## config.mk

```make
export PLATFORM = sky130hd
export DESIGN_NAME = softplus_fwd_pipe
export DESIGN_NICKNAME = d
export VERILOG_FILES = /design/src/rtl/softplus_fwd_pipe.sv
export SDC_FILE = /design/constraint.sdc
export NUM_CORES = 1
export LEC_CHECK = 0
export ABC_AREA = 1
export CORE_ASPECT_RATIO = 2
export CORE_MARGIN = 3
export CORE_UTILIZATION = 35
export DETAILED_ROUTE_END_ITERATION = 8
export GPL_ROUTABILITY_DRIVEN = 0
export SYNTH_ARGS = -nofsm -noshare
export SYNTH_HDL_FRONTEND = slang
export SYNTH_SLANG_ARGS = --single-unit
export TNS_END_PERCENT = 30
```

## constraint.sdc

```tcl
create_clock -name clk -period 6.1 [get_ports clk]
set_input_delay 1.22 -clock clk [delete_from_list [all_inputs] [get_ports clk]]
set_output_delay 1.22 -clock clk [all_outputs]
set_load 0.02 [all_outputs]
```

## src/rtl/softplus_fwd_pipe.sv

```systemverilog
// SoftPlus y = ln(1+e^x) on a Q8.8 stream: 3-stage pipeline with a 16-segment LUT and linear interpolation.
// Optional macro SOFTPLUS_GRAD_OUT_EN adds out_grad, the per-sample slope aligned with out_data.
module softplus_fwd_pipe #(
    parameter int TAG_W = 4
) (
    input  logic             clk,
    input  logic             rst_n,
    input  logic             in_valid,
    output logic             in_ready,
    input  logic [15:0]      in_data,
    input  logic [TAG_W-1:0] in_tag,
    output logic             out_valid,
    input  logic             out_ready,
    output logic [15:0]      out_data,
    output logic [TAG_W-1:0] out_tag
`ifdef SOFTPLUS_GRAD_OUT_EN
    ,
    output logic [15:0]      out_grad
`endif
);

    localparam int STAGES = 3;

    typedef enum logic [1:0] {
        CLS_MID = 2'd0,
        CLS_HI  = 2'd1,
        CLS_LO  = 2'd2
    } cls_t;

    typedef struct packed {
        cls_t             cls;
        logic [3:0]       seg;
        logic [7:0]       frac;
        logic [15:0]      x;
        logic [TAG_W-1:0] tag;
    } s1_t;

    typedef struct packed {
        cls_t             cls;
        logic [15:0]      base;
        logic [16:0]      prod;
        logic [15:0]      x;
        logic [TAG_W-1:0] tag;
`ifdef SOFTPLUS_GRAD_OUT_EN
        logic [8:0]       slope;
`endif
    } s2_t;

    // Index is the 4-bit two's-complement integer part k; entries 8..15 hold k = -8..-1.
    function automatic logic [15:0] base_lut(input logic [3:0] seg);
        logic [15:0] b;
        case (seg)
            4'd0:  b = 16'd177;
            4'd1:  b = 16'd336;
            4'd2:  b = 16'd544;
            4'd3:  b = 16'd780;
            4'd4:  b = 16'd1029;
            4'd5:  b = 16'd1282;
            4'd6:  b = 16'd1537;
            4'd7:  b = 16'd1792;
            4'd8:  b = 16'd0;
            4'd9:  b = 16'd0;
            4'd10: b = 16'd1;
            4'd11: b = 16'd2;
            4'd12: b = 16'd5;
            4'd13: b = 16'd12;
            4'd14: b = 16'd32;
            default: b = 16'd80;
        endcase
        return b;
    endfunction

    function automatic logic [8:0] slope_lut(input logic [3:0] seg);
        logic [8:0] s;
        case (seg)
            4'd0:  s = 9'd159;
            4'd1:  s = 9'd208;
            4'd2:  s = 9'd236;
            4'd3:  s = 9'd248;
            4'd4:  s = 9'd253;
            4'd5:  s = 9'd255;
            4'd6:  s = 9'd256;
            4'd7:  s = 9'd256;
            4'd8:  s = 9'd0;
            4'd9:  s = 9'd0;
            4'd10: s = 9'd1;
            4'd11: s = 9'd3;
            4'd12: s = 9'd8;
            4'd13: s = 9'd20;
            4'd14: s = 9'd48;
            default: s = 9'd97;
        endcase
        return s;
    endfunction

    logic [STAGES:1] vld_pipe;
    logic            adv;
    s1_t             s1, s1_d;
    s2_t             s2, s2_d;
    logic [8:0]      slope_v;
    logic [15:0]     y_d;

    assign adv       = !out_valid || out_ready;
    assign in_ready  = adv;
    assign out_valid = vld_pipe[STAGES];

    // S1: classify into saturated tails or an interpolated segment
    always_comb begin
        s1_d      = '0;
        s1_d.x    = in_data;
        s1_d.tag  = in_tag;
        s1_d.seg  = in_data[11:8];
        s1_d.frac = in_data[7:0];
        if ($signed(in_data) >= 16'sd2048)
            s1_d.cls = CLS_HI;
        else if ($signed(in_data) < -16'sd2048)
            s1_d.cls = CLS_LO;
        else
            s1_d.cls = CLS_MID;
    end

    // S2: LUT lookup and slope*frac product
    always_comb begin
        slope_v   = slope_lut(s1.seg);
        s2_d      = '0;
        s2_d.cls  = s1.cls;
        s2_d.base = base_lut(s1.seg);
        s2_d.prod = 17'(slope_v) * 17'(s1.frac);
        s2_d.x    = s1.x;
        s2_d.tag  = s1.tag;
`ifdef SOFTPLUS_GRAD_OUT_EN
        s2_d.slope = slope_v;
`endif
    end

    // S3: base*256 + prod then >>8 equals base + truncated (prod >> 8)
    always_comb begin
        case (s2.cls)
            CLS_HI:  y_d = s2.x;
            CLS_LO:  y_d = 16'h0000;
            default: y_d = 16'(({8'b0, s2.base, 8'b0} + {15'b0, s2.prod}) >> 8);
        endcase
    end

    always_ff @(posedge clk or negedge rst_n) begin
        if (!rst_n) begin
            vld_pipe <= '0;
            s1       <= '0;
            s2       <= '0;
            out_data <= '0;
            out_tag  <= '0;
`ifdef SOFTPLUS_GRAD_OUT_EN
            out_grad <= '0;
`endif
        end else if (adv) begin
            vld_pipe <= {vld_pipe[STAGES-1:1], in_valid};
            s1       <= s1_d;
            s2       <= s2_d;
            if (vld_pipe[STAGES-1]) begin
                out_data <= y_d;
                out_tag  <= s2.tag;
`ifdef SOFTPLUS_GRAD_OUT_EN
                case (s2.cls)
                    CLS_HI:  out_grad <= 16'h0100;
                    CLS_LO:  out_grad <= 16'h0000;
                    default: out_grad <= {7'b0, s2.slope};
                endcase
`endif
            end
        end
    end

endmodule

```

* Yosys cells after proc, flatten, opt, wreduce, memory -nomap -nowiden *
Memories as Yosys holds them, arrays and structs flattened. A register that Yosys moved wholly into a read port is not among the register bits.
Cells that the tools add are included.

storage, ports and cells
  bits in registers = 112
  bits in read-only memories = 320
  output and inout bits = 22
  word-level logic and storage cells = 28
  memories = 2

cells by class
  add/subtract/negate cells = 1
  multiply operators = 1
  $lt $le $gt $ge = 2
  eq/ne operators = 2
  multiplexer cells = 3
  reduce and logical (&&, ||, !) cells = 4

memory list
  memory           depth  bits a word  rd ports  clocked after memory_dff  wr ports  line  source
  (no name shown)  16     11           1         1                         0         52    case (seg)
  (no name shown)  16     9            1         0                         0         75    case (seg)

operators by type and width
  kind                    number
  $pmux W16 S2            1
  $add A24 B17 Y24        1
  $mul A9 B8 Y17          1
  $ge A16 B13 Y1 const B  1
  $lt A16 B12 Y1 const B  1
  $mux W2                 2
  $eq A2 B1 Y1 const B    1
  $eq A2 B2 Y1 const B    1
  $logic_not A1 Y1        2
  $reduce_and A2 Y1       1
  $logic_or A1 B1 Y1      1

* Longest topological paths before layout *
  depth after elaboration = 3
  depth in mapped cells = 24

* Worst setup path before layout *
OpenSTA, ideal clock, no wires.

  kind = reg-to-reg
  from = register s1[29] in the netlist's numbering
  to = register s2[35] in the netlist's numbering
  library setup time = 0.118 ns
  data arrival time = 4.536 ns
  required time = 5.982 ns
  path slack = 1.447 ns
  stages on the path, launching flop included = 20
  clock period less this slack = 4.653 ns
  cell sequence = dfrtp_1 -> inv_1 -> ha_1 -> nand2_1 -> inv_1 -> o21ai_1 -> nor2_1 -> fa_1 -> fa_1 -> fa_1 -> inv_1 -> fa_1 -> inv_1 -> ha_1 -> a21oi_1 -> o21ai_0 -> a21oi_1 -> nand3_1 -> nand3_1 -> nand2_1

between the ends
  cells in the longest elaborated chain, start to end = 2

ends and longest elaborated chain
  what                    line  source
  from (decl)             98    s1_t s1, s1_d;
  from (signal assigned)  148   s1 <= '0;
  from (signal assigned)  157   s1 <= s1_d;
  $mem_v2 Z16 W9          n/a
  $mul A9 B8 Y17          128   s2_d.prod = 17'(slope_v) * 17'(s1.frac);
  to (signal assigned)    149   s2 <= '0;
  to (signal assigned)    158   s2 <= s2_d;
  to (decl)               99    s2_t s2, s2_d;

Every way passes these cells.
A chain may end at the register's enable or synchronous reset.

* Worst setup path in the final report *
  from = register s1[30] in the netlist's numbering
  to = register s2[34] in the netlist's numbering

Same word-level chain as after synthesis.

==> impl_metrics.yaml <==
die:
  dieHeight_um: 197
  core_area_sq_um: 17800
  initial_core_util_pct: 35.8
  die_x_um: 101
  core.rowCount: 69
  die-area_sq_um: 20000
  io_pins: 46
worst_setup_path:
  cp-end-kind: "register"
  crit_slowest_cell: "dfrtp_1"
  crit_cells: 19
  setup.worst_path.class: "register to register"
  crit_arrival_ps: 5550
  r2r_cells: 19
  path_cells: "inv_2 > ha_1 > inv_1 > o21ai_0 > inv_1 > nor2_1 > fa_1 > fa_1 > fa_1 > inv_1 > fa_1 > inv_1 > ha_1 > a21oi_1 > o21ai_0 > a21oi_1 > nand3_1 > nand3_1 > nand2_1"
  cp_num_buf_inv: 5
  critical_path.max_stage_delay_ps: 680
  required_ps: 6340
  start_kind: "register"
  cpLargestDelayFamily: "adder cells"
  path_max_fanout: 16
routing:
  post-route-drc-count: 0
  dr.pass1.iters: 4
  wl_per_cell_um: 16.5
  routed_via_density: 5.09
  drt_iter0_markers: 354
  vias: 5316
  postRouteWirelength_um: 17200
  ant_nets: 0
sta:
  hold_slack_ps: 481
  worst_pin_slew_ps: 959
  finalMaxSlewViolations: 0
  slew_headroom_pct: 36.1
  setup_viol: 0
  setup_tns_ps: 0
  post-route-period-util_pct: 87.1
  skew_ps: 9.31
  hold_viol: 0
  period_needed_ps: 5310
  max_freq_ghz: 0.188
  rsz0062_at_grt: "no"
clock_network:
  clock_latency_ps: 350
  cts_htree_levels: 3
  post_cts_buffers: 0
  cts_resized: 0
  cts.reportedPaths.clkPinSlew_ps: 70
  hold_buffers: 0
  cts_tree: "yes"
  root_buffer: "clkbuf_16"
  cts_buffers: 9
  cts_sinks: 87
  clock_path_buffers: 2
synthesis:
  synth_seq_cells: 87
  synth_seq_area_share_pct: 34.2
  ys_warn_count: 0
  syn_area_sq_um: 6370
  synth.distinct_cells: 40
  syn_nets: 912
  postSynthAreaPerCell_sq_um: 8.06
  syn_inst: 791
job:
  cap_violations: 0
placed_design:
  post-dp-hpwl_um: 13900
  port_buffers: 45
global_route:
  grt_pass1_vias: 5483
  antenna_found_initial: 0
  grt_pass1_wl_um: 28300
  grt_overflow_total: 0
  track_usage_pct: 18.6
  grt_max_degree: 74
layout:
  mostFrequentLayoutCells: "nand2_1, inv_1, nor2_1, dfrtp_1, o21ai_0"
  insertedDiodeCount: 0
  nets: 948
  area_delta_synth_final_pct: 14.4
  seq_area_sq_um: 2180
  nFillCells: 1826
  multi_input_area_sq_um: 3640
  final_common_cell: "nand2_1"
  drive_above_1_share_pct: 4.81
status:
  status: "completed"
hold_path:
  hold_depth: 2
  hold_class: "register to register"
==> per-layer routing <==
layer / global-route usage (%) / vias up / wire (um)
met5: 0 / - / 0
met4: 11.6 / 0 / 1040
met3: 2.05 / 49 / 461
met2: 35.1 / 104 / 9860
met1: 18.5 / 2576 / 5870
li1: - / 2587 / -
==> state kept, by name, summed over array words and instances, names as in the netlist <==
| name | flops |
|---|---|
| s1 | 22 |
| s2 | 42 |
| out_data | 16 |
| vld_pipe | 3 |
| out_tag | 4 |
==> through the flow <==
step / cell area [sq um] / instances / setup slack (ps) / util [%]
global route: 7290 / 1044 / 270 / 41.0
finish: 7290 / 1044 / 786 / 41.0
detailed placement: 7020 / 1029 / 858 / 39.5
CTS: 7290 / 1044 / 834 / 41.0
global placement: 7020 / 1029 / 935 / 39.5
floorplan: 6370 / 791 / 1450 / -
==> worst paths after layout <==
kind / end / slack, ps / from
setup / recovery: s2[34] / 790 / s1[30]
hold / removal: s1[19] / 480 / s1[19]
setup reg to reg: s2[34] / 790 / s1[30]
hold reg to reg: s1[19] / 480 / s1[19]
max in group asynchronous: s2[17] / 4160 / rst_n
min in group asynchronous: out_data[5] / 730 / rst_n
==> cells by family after synthesis <==
family,Yosys count,share of synthesized area (%)
flip-flops,87,34.2
XOR/XNOR,4,0.550
adder cells (fa/ha/maj),97,24.0
AO/OA/AOI/OAI,142,12.0
AND/OR/NAND/NOR,317,20.6
buffers and inverters,144,8.78
==> synthesized netlist by cell type <==
cell	instances	area share (%)
dfrtp_1	87	34
nand2_4	1	0.18
nor2_2	2	0.20
nand2_1	171	10
nand2_2	6	0.59
o31ai_1	6	0.71
inv_1	110	6.5
a22oi_1	1	0.12
o21ai_1	2	0.16
and2_1	1	0.098
nor3_1	3	0.24
a21oi_1	53	4.2
nand3b_1	2	0.24
clkinv_1	5	0.29
o41ai_1	1	0.14
xnor2_1	3	0.41
nor4_1	1	0.098
o21a_1	2	0.24
nor3b_1	1	0.12
nand3_1	30	2.4
fa_1	42	13
xor2_1	1	0.14
o21ai_0	65	5.1
a31oi_1	5	0.49
clkbuf_1	21	1.2
ha_1	55	11
o211ai_1	2	0.24
inv_2	3	0.18
or2_2	2	0.20
o22ai_1	1	0.098
o311ai_0	1	0.14
nand4_1	2	0.20
o21bai_1	1	0.12
nand3_2	2	0.31
a21o_1	1	0.12
a41oi_1	1	0.14
buf_2	3	0.24
buf_6	2	0.35
nand3_4	1	0.27
nor2_1	92	5.4
==> area by class of cell <==
type / instances / share of cell area [%]
Tap cell: 213 / 3.66
Sequential cell: 87 / 29.9
Multi-Input combinational cell: 560 / 50.0
Clock inverter: 5 / 0.481
Inverter: 118 / 6.08
Timing Repair Buffer: 51 / 6.76
Clock buffer: 10 / 3.14
==> worst min-delay path, cell delays in order, from the launching register on <==
cell,delay (ps)
dfrtp_1,340
nand2_1,60
nand2_1,50
Power is not shown: default switching activity piles up to over one toggle a cycle in this logic, so the estimate is an artifact.
